## src/rtl/nlc_pkg.sv

```systemverilog
// nlc_pkg: shared NLC constants and the fp32 field layout
package nlc_pkg;
  localparam int FP32_EXP_BIAS = 127;
  localparam int FP32_MANT_W = 23;
  localparam int NLC_NUM_CH = 16;
  localparam int NLC_ADC_W = 21;
  typedef struct packed {
    logic sign;
    logic [7:0] exp;
    logic [FP32_MANT_W-1:0] mant;
  } fp32_t;
endpackage

```

## src/rtl/nlc_fix2flt_conv_if.sv

```systemverilog
// nlc_fix2flt_conv_if: sample-in / float-out bundle between sequencer and converter
interface nlc_fix2flt_conv_if #(parameter int IN_W = 21, parameter int TAG_W = 4);
  logic srdyi;
  logic [IN_W-1:0] conv_input;
  logic srdyo;
  logic [31:0] conv_output;
  logic [TAG_W-1:0] tag_o;
  logic done;
  logic busy;
  logic ovf_err;
  modport master(output srdyi, conv_input, input srdyo, conv_output, tag_o, done, busy, ovf_err);
  modport slave(input srdyi, conv_input, output srdyo, conv_output, tag_o, done, busy, ovf_err);
endinterface

```

## src/rtl/nlc_lod.sv

```systemverilog
// nlc_lod: leading-one detector returning the highest set bit position and a zero flag
module nlc_lod #(parameter int W = 21, parameter int PW = $clog2(W)) (
  input  logic [W-1:0]  a,
  output logic [PW-1:0] msb_pos,
  output logic          zero
);
  always_comb begin
    msb_pos = '0;
    for (int i = 0; i < W; i++) if (a[i]) msb_pos = PW'(i);
    zero = ~|a;
  end
endmodule

```

## src/rtl/nlc_fix2flt_conv.sv

```systemverilog
// nlc_fix2flt_conv: 3-stage signed fixed-point to fp32 converter with per-frame channel tagging
module nlc_fix2flt_conv
  import nlc_pkg::*;
#(
  parameter int IN_W = NLC_ADC_W,
  parameter int FRAC_BITS = 0,
  parameter int NUM_CH = NLC_NUM_CH,
  parameter int TAG_W = $clog2(NUM_CH)
) (
  input logic clk,
  input logic rst,
  nlc_fix2flt_conv_if.slave io
);
  localparam int PW = $clog2(IN_W);
  if (IN_W > 24) begin : g_w_chk
    $error("IN_W above 24 cannot be converted exactly to fp32");
  end
  typedef enum logic [1:0] {IDLE, RUN, DRAIN} state_t;
  state_t state_q, state_d;
  logic [TAG_W-1:0] idx_q, idx_d, tag1_q, tag1_d, tag2_q, tag2_d, tag3_q, tag3_d, tag_in;
  logic v1_q, v1_d, v2_q, v2_d, v3_q, v3_d, s1_q, s1_d, s2_q, s2_d, z2_q, z2_d;
  logic done_q, done_d, ovf_q, ovf_d, acc, last, zero;
  logic [IN_W-1:0] mag1_q, mag1_d, mag2_q, mag2_d;
  logic [PW-1:0] pos, pos2_q, pos2_d;
  logic [7:0] e;
  logic [23:0] sh;
  fp32_t res;
  logic [31:0] out_q, out_d;
  nlc_lod #(.W(IN_W), .PW(PW)) u_lod (.a(mag1_q), .msb_pos(pos), .zero(zero));
  always_comb begin
    acc = io.srdyi && state_q != DRAIN;
    tag_in = state_q == IDLE ? '0 : idx_q;
    last = tag_in == TAG_W'(NUM_CH - 1);
    v1_d = acc;
    s1_d = io.conv_input[IN_W-1];
    mag1_d = s1_d ? -io.conv_input : io.conv_input;
    tag1_d = tag_in;
    v2_d = v1_q;
    s2_d = s1_q;
    mag2_d = mag1_q;
    pos2_d = pos;
    z2_d = zero;
    tag2_d = tag1_q;
    e = 8'(FP32_EXP_BIAS + int'(pos2_q) - FRAC_BITS);
    sh = 24'(mag2_q) << (FP32_MANT_W - int'(pos2_q));
    res = z2_q ? 32'h0 : {s2_q, e, sh[FP32_MANT_W-1:0]};
    v3_d = v2_q;
    out_d = v2_q ? res : out_q;
    tag3_d = v2_q ? tag2_q : tag3_q;
    done_d = state_q == DRAIN && v2_q && tag2_q == TAG_W'(NUM_CH - 1);
    ovf_d = ovf_q | (io.srdyi && state_q == DRAIN);
    state_d = done_d ? IDLE : acc ? (last ? DRAIN : RUN) : state_q;
    idx_d = acc ? (last ? '0 : tag_in + TAG_W'(1)) : idx_q;
  end
  always_ff @(posedge clk) begin
    if (rst) begin
      state_q <= IDLE;
      idx_q <= '0;
      {v1_q, v2_q, v3_q, s1_q, s2_q, z2_q, done_q, ovf_q} <= '0;
      {tag1_q, tag2_q, tag3_q} <= '0;
      {mag1_q, mag2_q, pos2_q} <= '0;
      out_q <= '0;
    end else begin
      state_q <= state_d;
      idx_q <= idx_d;
      {v1_q, v2_q, v3_q, s1_q, s2_q, z2_q, done_q, ovf_q} <= {v1_d, v2_d, v3_d, s1_d, s2_d, z2_d, done_d, ovf_d};
      {tag1_q, tag2_q, tag3_q} <= {tag1_d, tag2_d, tag3_d};
      {mag1_q, mag2_q, pos2_q} <= {mag1_d, mag2_d, pos2_d};
      out_q <= out_d;
    end
  end
  assign io.srdyo = v3_q;
  assign io.conv_output = out_q;
  assign io.tag_o = tag3_q;
  assign io.done = done_q;
  assign io.busy = state_q != IDLE;
  assign io.ovf_err = ovf_q;
endmodule
```

## src/flat_wrapper.sv

```systemverilog
// flat-port wrapper written by rule: the top's interface ports become plain ports
module nlc_fix2flt_conv_flat import nlc_pkg::*;
#(
  parameter int IN_W = NLC_ADC_W,
  parameter int FRAC_BITS = 0,
  parameter int NUM_CH = NLC_NUM_CH,
  parameter int TAG_W = $clog2(NUM_CH)
)
  (clk, rst, io_srdyi, io_conv_input, io_srdyo, io_conv_output, io_tag_o, io_done, io_busy, io_ovf_err);
  nlc_fix2flt_conv_if #(.IN_W(IN_W), .TAG_W(TAG_W)) io_i ();
  input logic clk;
  input logic rst;
  input wire logic [$bits(io_i.srdyi)-1:0] io_srdyi;
  input wire logic [$bits(io_i.conv_input)-1:0] io_conv_input;
  output wire logic [$bits(io_i.srdyo)-1:0] io_srdyo;
  output wire logic [$bits(io_i.conv_output)-1:0] io_conv_output;
  output wire logic [$bits(io_i.tag_o)-1:0] io_tag_o;
  output wire logic [$bits(io_i.done)-1:0] io_done;
  output wire logic [$bits(io_i.busy)-1:0] io_busy;
  output wire logic [$bits(io_i.ovf_err)-1:0] io_ovf_err;
  assign io_i.srdyi = io_srdyi;
  assign io_i.conv_input = io_conv_input;
  assign io_srdyo = io_i.srdyo;
  assign io_conv_output = io_i.conv_output;
  assign io_tag_o = io_i.tag_o;
  assign io_done = io_i.done;
  assign io_busy = io_i.busy;
  assign io_ovf_err = io_i.ovf_err;
  nlc_fix2flt_conv #(.IN_W(IN_W), .FRAC_BITS(FRAC_BITS), .NUM_CH(NUM_CH), .TAG_W(TAG_W)) u_core (.clk(clk), .rst(rst), .io(io_i));
endmodule
```

## config.mk

```make
export PLATFORM = sky130hd
export DESIGN_NAME = nlc_fix2flt_conv_flat
export DESIGN_NICKNAME = d
export VERILOG_FILES = /design/src/rtl/nlc_pkg.sv /design/src/rtl/nlc_fix2flt_conv_if.sv /design/src/rtl/nlc_lod.sv /design/src/rtl/nlc_fix2flt_conv.sv /design/src/flat_wrapper.sv
export SDC_FILE = /design/constraint.sdc
export NUM_CORES = 1
export LEC_CHECK = 0
export BUFFER_PORTS_ARGS = -buffer_cell sky130_fd_sc_hd__buf_2
export CAP_MARGIN = 5
export CORE_MARGIN = 2
export CORE_UTILIZATION = 35
export DETAILED_ROUTE_END_ITERATION = 12
export PLACE_DENSITY_LB_ADDON = 0.1
export SYNTH_ARGS = -nofsm -noshare
export SYNTH_HDL_FRONTEND = slang
export SYNTH_SLANG_ARGS = --single-unit
```

## constraint.sdc

```tcl
create_clock -name clk -period 4.2 [get_ports clk]
set_input_delay 0.21 -clock clk [delete_from_list [all_inputs] [get_ports clk]]
set_output_delay 0.21 -clock clk [all_outputs]
set_load 0.01 [all_outputs]
```

======== Word level (Yosys, flattened, before mapping) ========
Index checks and enable logic that the tools add are counted.
W data, S select, Z words.
word-level totals
  register bits after elaboration ......... 105
  bits of input ports ..................... 24
operators by class
  add/sub/neg operators ................... 4
  equality and inequality tests ........... 4
  shifts and indexed selects .............. 1
  mux-type cells .......................... 25
  bitwise logic cells ..................... 2
  reduce and logical (&&, ||, !) cells .... 12
operators with widths
  operator               number
  $mux W5                19
  $mux W32               1
  $shl A21 B32 Y23       1
  $neg A21 Y21           1
  $reduce_or A21 Y1      1
  $mux W20               1
  $add A7 B5 Y8 const A  1
  $eq A4 B4 Y1 const B   2
  $mux W4                2
  $reduce_or A2 Y1       3
  $reduce_or A6 Y1       1
  $sub A5 B5 Y6 const A  1
  $add A4 B1 Y4 const B  1
  $logic_and A1 B1 Y1    4
  $eq A2 B2 Y1 const B   1
  $logic_not A2 Y1       1
  $mux W2                1
  $ne A2 B2 Y1 const B   1
  $reduce_bool A2 Y1     1
  $logic_not A1 Y1       1
  $mux W1                1
  $not A1 Y1             1
  $or A1 B1 Y1           1

======== Logic depth before layout (Yosys ltp) ========
  depth in word-level cells ............... 20
  gate-level depth with buffers ........... 8

======== By module ========
Synthesis repeated with hierarchy kept, for this count alone.
second synthesis, totals
  cell total of the unflattened synthesis .. 564
  area total of the unflattened synthesis .. 5,083.6 µm²
modules (own cells, without submodules)
  module            instances  cells an instance  area each (µm²)  sequential area each (µm²)
  nlc_fix2flt_conv  1          525                4,833.4          2,102.0
  nlc_lod           1          39                 250.2            0.0

======== Worst setup path before layout ========
Ideal clock, no wire load.
  path type ............................... register -> register
  from .................................... reg u_core.pos2_q[3]
  to ...................................... reg u_core.out_q[20], in the netlist u_core.io.conv_output[20]
  arrival ................................. 1,774 ps
  path slack .............................. 2,308 ps
  cell stages (with the launch flop) ...... 9
  path buffers ............................ 2
  clock period less this slack ............ 1,892 ps
  path through ............................ dfxtp_1 > inv_1 > clkbuf_1 > ha_1 > buf_2 > nand2_1 > o32ai_1 > a31oi_1 > a32o_1
on the way
  longest elaborated chain between the ends .. 3
RTL lines
  what                      RTL line                source
  start: declaration        nlc_fix2flt_conv.sv:24  logic [PW-1:0] pos, pos2_q, pos2_d;
  start signal: assignment  nlc_fix2flt_conv.sv:68  {mag1_q, mag2_q, pos2_q} <= {mag1_d, mag2_d, pos2_d};
  $sub A5 B5 Y6             nlc_fix2flt_conv.sv:45  sh = 24'(mag2_q) << (FP32_MANT_W - int'(pos2_q));
  $shl A21 B32 Y23          nlc_fix2flt_conv.sv:45
  $mux W32                  nlc_fix2flt_conv.sv:46  res = z2_q ? 32'h0 : {s2_q, e, sh[FP32_MANT_W-1:0]};
  end signal: assignment    nlc_fix2flt_conv.sv:69  out_q <= out_d;
  end: declaration          nlc_fix2flt_conv.sv:28  logic [31:0] out_q, out_d;
No other way between the ends.
A chain may end at the register's enable or synchronous reset.

======== Worst setup path in the final report ========
  from .................................... reg u_core.pos2_q[3]
  to ...................................... reg u_core.out_q[19], in the netlist u_core.io.conv_output[19]
Same word-level chain as after synthesis.

==> qor.yml <==
power_and_ir_drop:
  power.switching_mw: 0.654
  p_int_mw: 1.60
  cellLeakagePower_nw: 2.29
  clockPowerShare_pct: 35.0
  pwr-share-seq_pct: 48.1
  combPwrFrac_pct: 16.8
  ir_worst_vdd_mv: 0.183
  swShare_pct: 29.0
  powerDensity_mw_per_mm2: 393
route:
  drc: 0
  dr_wl_met3_um: 524
  top_layer: "met4"
  wire_per_inst_um: 15.8
  vias_per_cell: 5.23
  met2_length_mm: 5.86
  wl_met1_mm: 5.73
  ant_nets: 0
  drt-pass1-iter-count: 4
  drtIter0Drc: 255
  dr_total_vias: 4120
  totalWireLength_mm: 12.4
cells_and_area:
  post_route_cells_drive_above_1_share_pct: 17.9
  fill_cells: 1425
  antenna_cells: 0
  area_growth_pct: 13.2
  instances_no_fill: 788
  nNetsFinal: 632
cts:
  cts.clk_slew.worst_paths_ns: 0.07
  cts-resized-gates: 0
  clkLatencyLatePin_ns: 0.35
  cts_sinks: 105
  ctsHoldBuffers: 0
  cts_tree: "done"
  root_buffer: "clkbuf_16"
  clock_path_buffers: 2
  cts_buffers: 9
  cts_setup_buffers: 0
  htreeDepth: 3
global_routing:
  antenna_found_initial: 0
  track_usage_pct: 16.3
  grt_max_degree: 90
  grt_first_pass_wirelength_mm: 20.7
  gr-total-overflow: 0
  first_global_vias: 4063
logic_synthesis:
  ys_ff_latch: 105
  synth_area_mm2: 0.00507
  netlist_instances: 558
  synth_seq_area_share_pct: 41.4
  postSynth.asyncResetShare_pct: 0
  synthesis.nets: 587
  synth_cell_types: 63
  synthFlopType: "dfxtp_1"
  synth_edf_count: 0
  synth_warnings: 0
  avgSynthCellArea_um2: 9.09
min_path:
  hp-class: "in2reg"
critical_path:
  start_kind: "flip-flop"
  crit_required_ns: 4.46
  criticalPathCategory: "reg2reg"
  worstPathArrival_ns: 2.90
  critPathMaxFanout: 15
  end_kind: "flip-flop"
place:
  io_buffer_count: 63
  gp_congestion: 0.919
  dp_cells: 772
  dp_hpwl_mm: 9.31
timing:
  drv_slew: 0
  period_share_pct: 63.0
  max_freq_mhz: 378
  finalSetupViolCount: 0
  skew_ns: 0.00926
  fin_crit_ns: 2.65
  slew_headroom_pct: 43.6
  finalHoldViolations: 0
  setup_tns_ns: 0
  hold_ws_ns: 0.118
  worst_slew_pin_slew_ns: 0.846
  rsz0062_at_grt: "no"
run:
  cap_viol_max_count: 0
floorplan:
  row_count: 43
  core-area_mm2: 0.0140
  die_x_um: 124
  io_pins: 64
  start_util_pct: 36.1
  die_h_um: 124
  dieArea_mm2: 0.0155
outcome:
  status: "finished, final reports clean"
==> layer usage <==
layer  up-vias  global-route usage, %
met1      1910                   21.2
met4         0                   8.46
met3        22                   2.79
met2        96                   25.8
li1       2092                      -
met5         -                      0
==> synthesized netlist by cell type (9+ instances only) <==
cell type  number  area share, %
clkbuf_1       16            1.2
inv_1          19            1.4
nor2b_1        34            4.2
mux2i_1        19            3.7
dfxtp_1       105             41
o31ai_1         9            1.3
nor2_1         78            5.8
xor2_1         18            3.1
a21oi_1        30            3.0
nand2_1        42            3.1
mux4_2         10            4.4
o21ai_0        17            1.7
nor3_1         18            1.8
==> worst paths after layout <==
kind / start / endpoint / slack, ns / cells after the start
min: io_conv_input[13] / u_core.mag1_q[13] / 0.12 / 3
max: u_core.pos2_q[3] / u_core.io.conv_output[19] / 1.55 / 6
max reg2reg: u_core.pos2_q[3] / u_core.io.conv_output[19] / 1.55 / 6
min reg2reg: u_core.v1_q / u_core.v2_q / 0.44 / 1
==> power groups by stage <==
stage | clock (mW) | combinational, mW | sequential [mW]
floorplan | 0 | 0.299 | 1.09
CTS | 0.820 | 0.380 | 1.09
detailed placement | 0 | 0.379 | 1.11
global placement | 0 | 0.381 | 1.11
finish | 0.791 | 0.379 | 1.09
global route | 0.856 | 0.420 | 1.09
==> cell type report <==
class	instances	area (µm²)	share of cell area, %
Sequential cell	105	2100	36.6
Inverter	19	71.3	1.24
Clock buffer	9	225	3.92
Tap cell	180	225	3.92
Multi-Input combinational cell	401	2720	47.3
Clock inverter	7	55.1	0.959
Timing Repair Buffer	67	345	6.01
==> state kept, by name, summed over array words and instances, names as in the netlist <==
register	count
u_core.idx_q	4
u_core.io.conv_output	32
u_core.io.done	1
u_core.io.ovf_err	1
u_core.io.srdyo	1
u_core.io.tag_o	4
u_core.mag1_q	21
u_core.mag2_q	21
u_core.pos2_q	5
u_core.s1_q	1
u_core.s2_q	1
u_core.state_q	2
u_core.tag1_q	4
u_core.tag2_q	4
u_core.v1_q	1
u_core.v2_q	1
u_core.z2_q	1
==> critical path, stage by stage (launching register included) <==
cell	delay, ns
dfxtp_1	0.66
inv_1	0.34
ha_1	0.61
inv_1	0.19
nor3_1	0.39
nand2b_1	0.09
a221oi_1	0.27
==> stage by stage <==
step | setup slack, ns | area, µm² | power (mW) | util, %
2_1_floorplan | 2.31 | 5070 | 1.39 | -
3_3_place_gp | 1.67 | 5460 | 1.49 | 38.9
3_5_place_dp | 1.64 | 5460 | 1.49 | 38.9
4_1_cts | 1.62 | 5740 | 2.29 | 40.9
5_1_grt | 1.35 | 5740 | 2.37 | 40.9
6_report | 1.55 | 5740 | 2.26 | 40.9
==> layout by cell type (no fill, tap or decap), types with 4 or more instances in the layout <==
| master | synthesis | routed |
|---|---|---|
| a21oi_1 | 30 | 30 |
| xor2_1 | 18 | 18 |
| nand2b_1 | 5 | 5 |
| nand2_1 | 42 | 42 |
| buf_4 | 2 | 4 |
| inv_1 | 19 | 19 |
| dfxtp_1 | 105 | 105 |
| nor2b_1 | 34 | 34 |
| buf_2 | 8 | 63 |
| o21ai_0 | 17 | 17 |
| mux2i_1 | 19 | 19 |
| o31ai_1 | 9 | 9 |
| clkbuf_16 | 0 | 9 |
| a31oi_1 | 5 | 5 |
| a22oi_1 | 8 | 8 |
| a311oi_1 | 4 | 4 |
| mux4_2 | 10 | 10 |
| nor3_1 | 18 | 18 |
| ha_1 | 5 | 5 |
| a32oi_1 | 6 | 6 |
| mux2_2 | 8 | 8 |
| nor2_1 | 78 | 78 |
| nand3_1 | 6 | 6 |
| mux4_1 | 4 | 4 |
| nor4_1 | 8 | 8 |
| nand4_1 | 7 | 7 |
==> cell families after synthesis <==
logic type	share of synthesized area, %
buf+inv	4.96
fa+ha+maj	1.23
xor+xnor	3.63
simple gates	20.9
compound gates	15.8
flops	41.4
mux	12.0
Power figures use the tool's default switching activity.
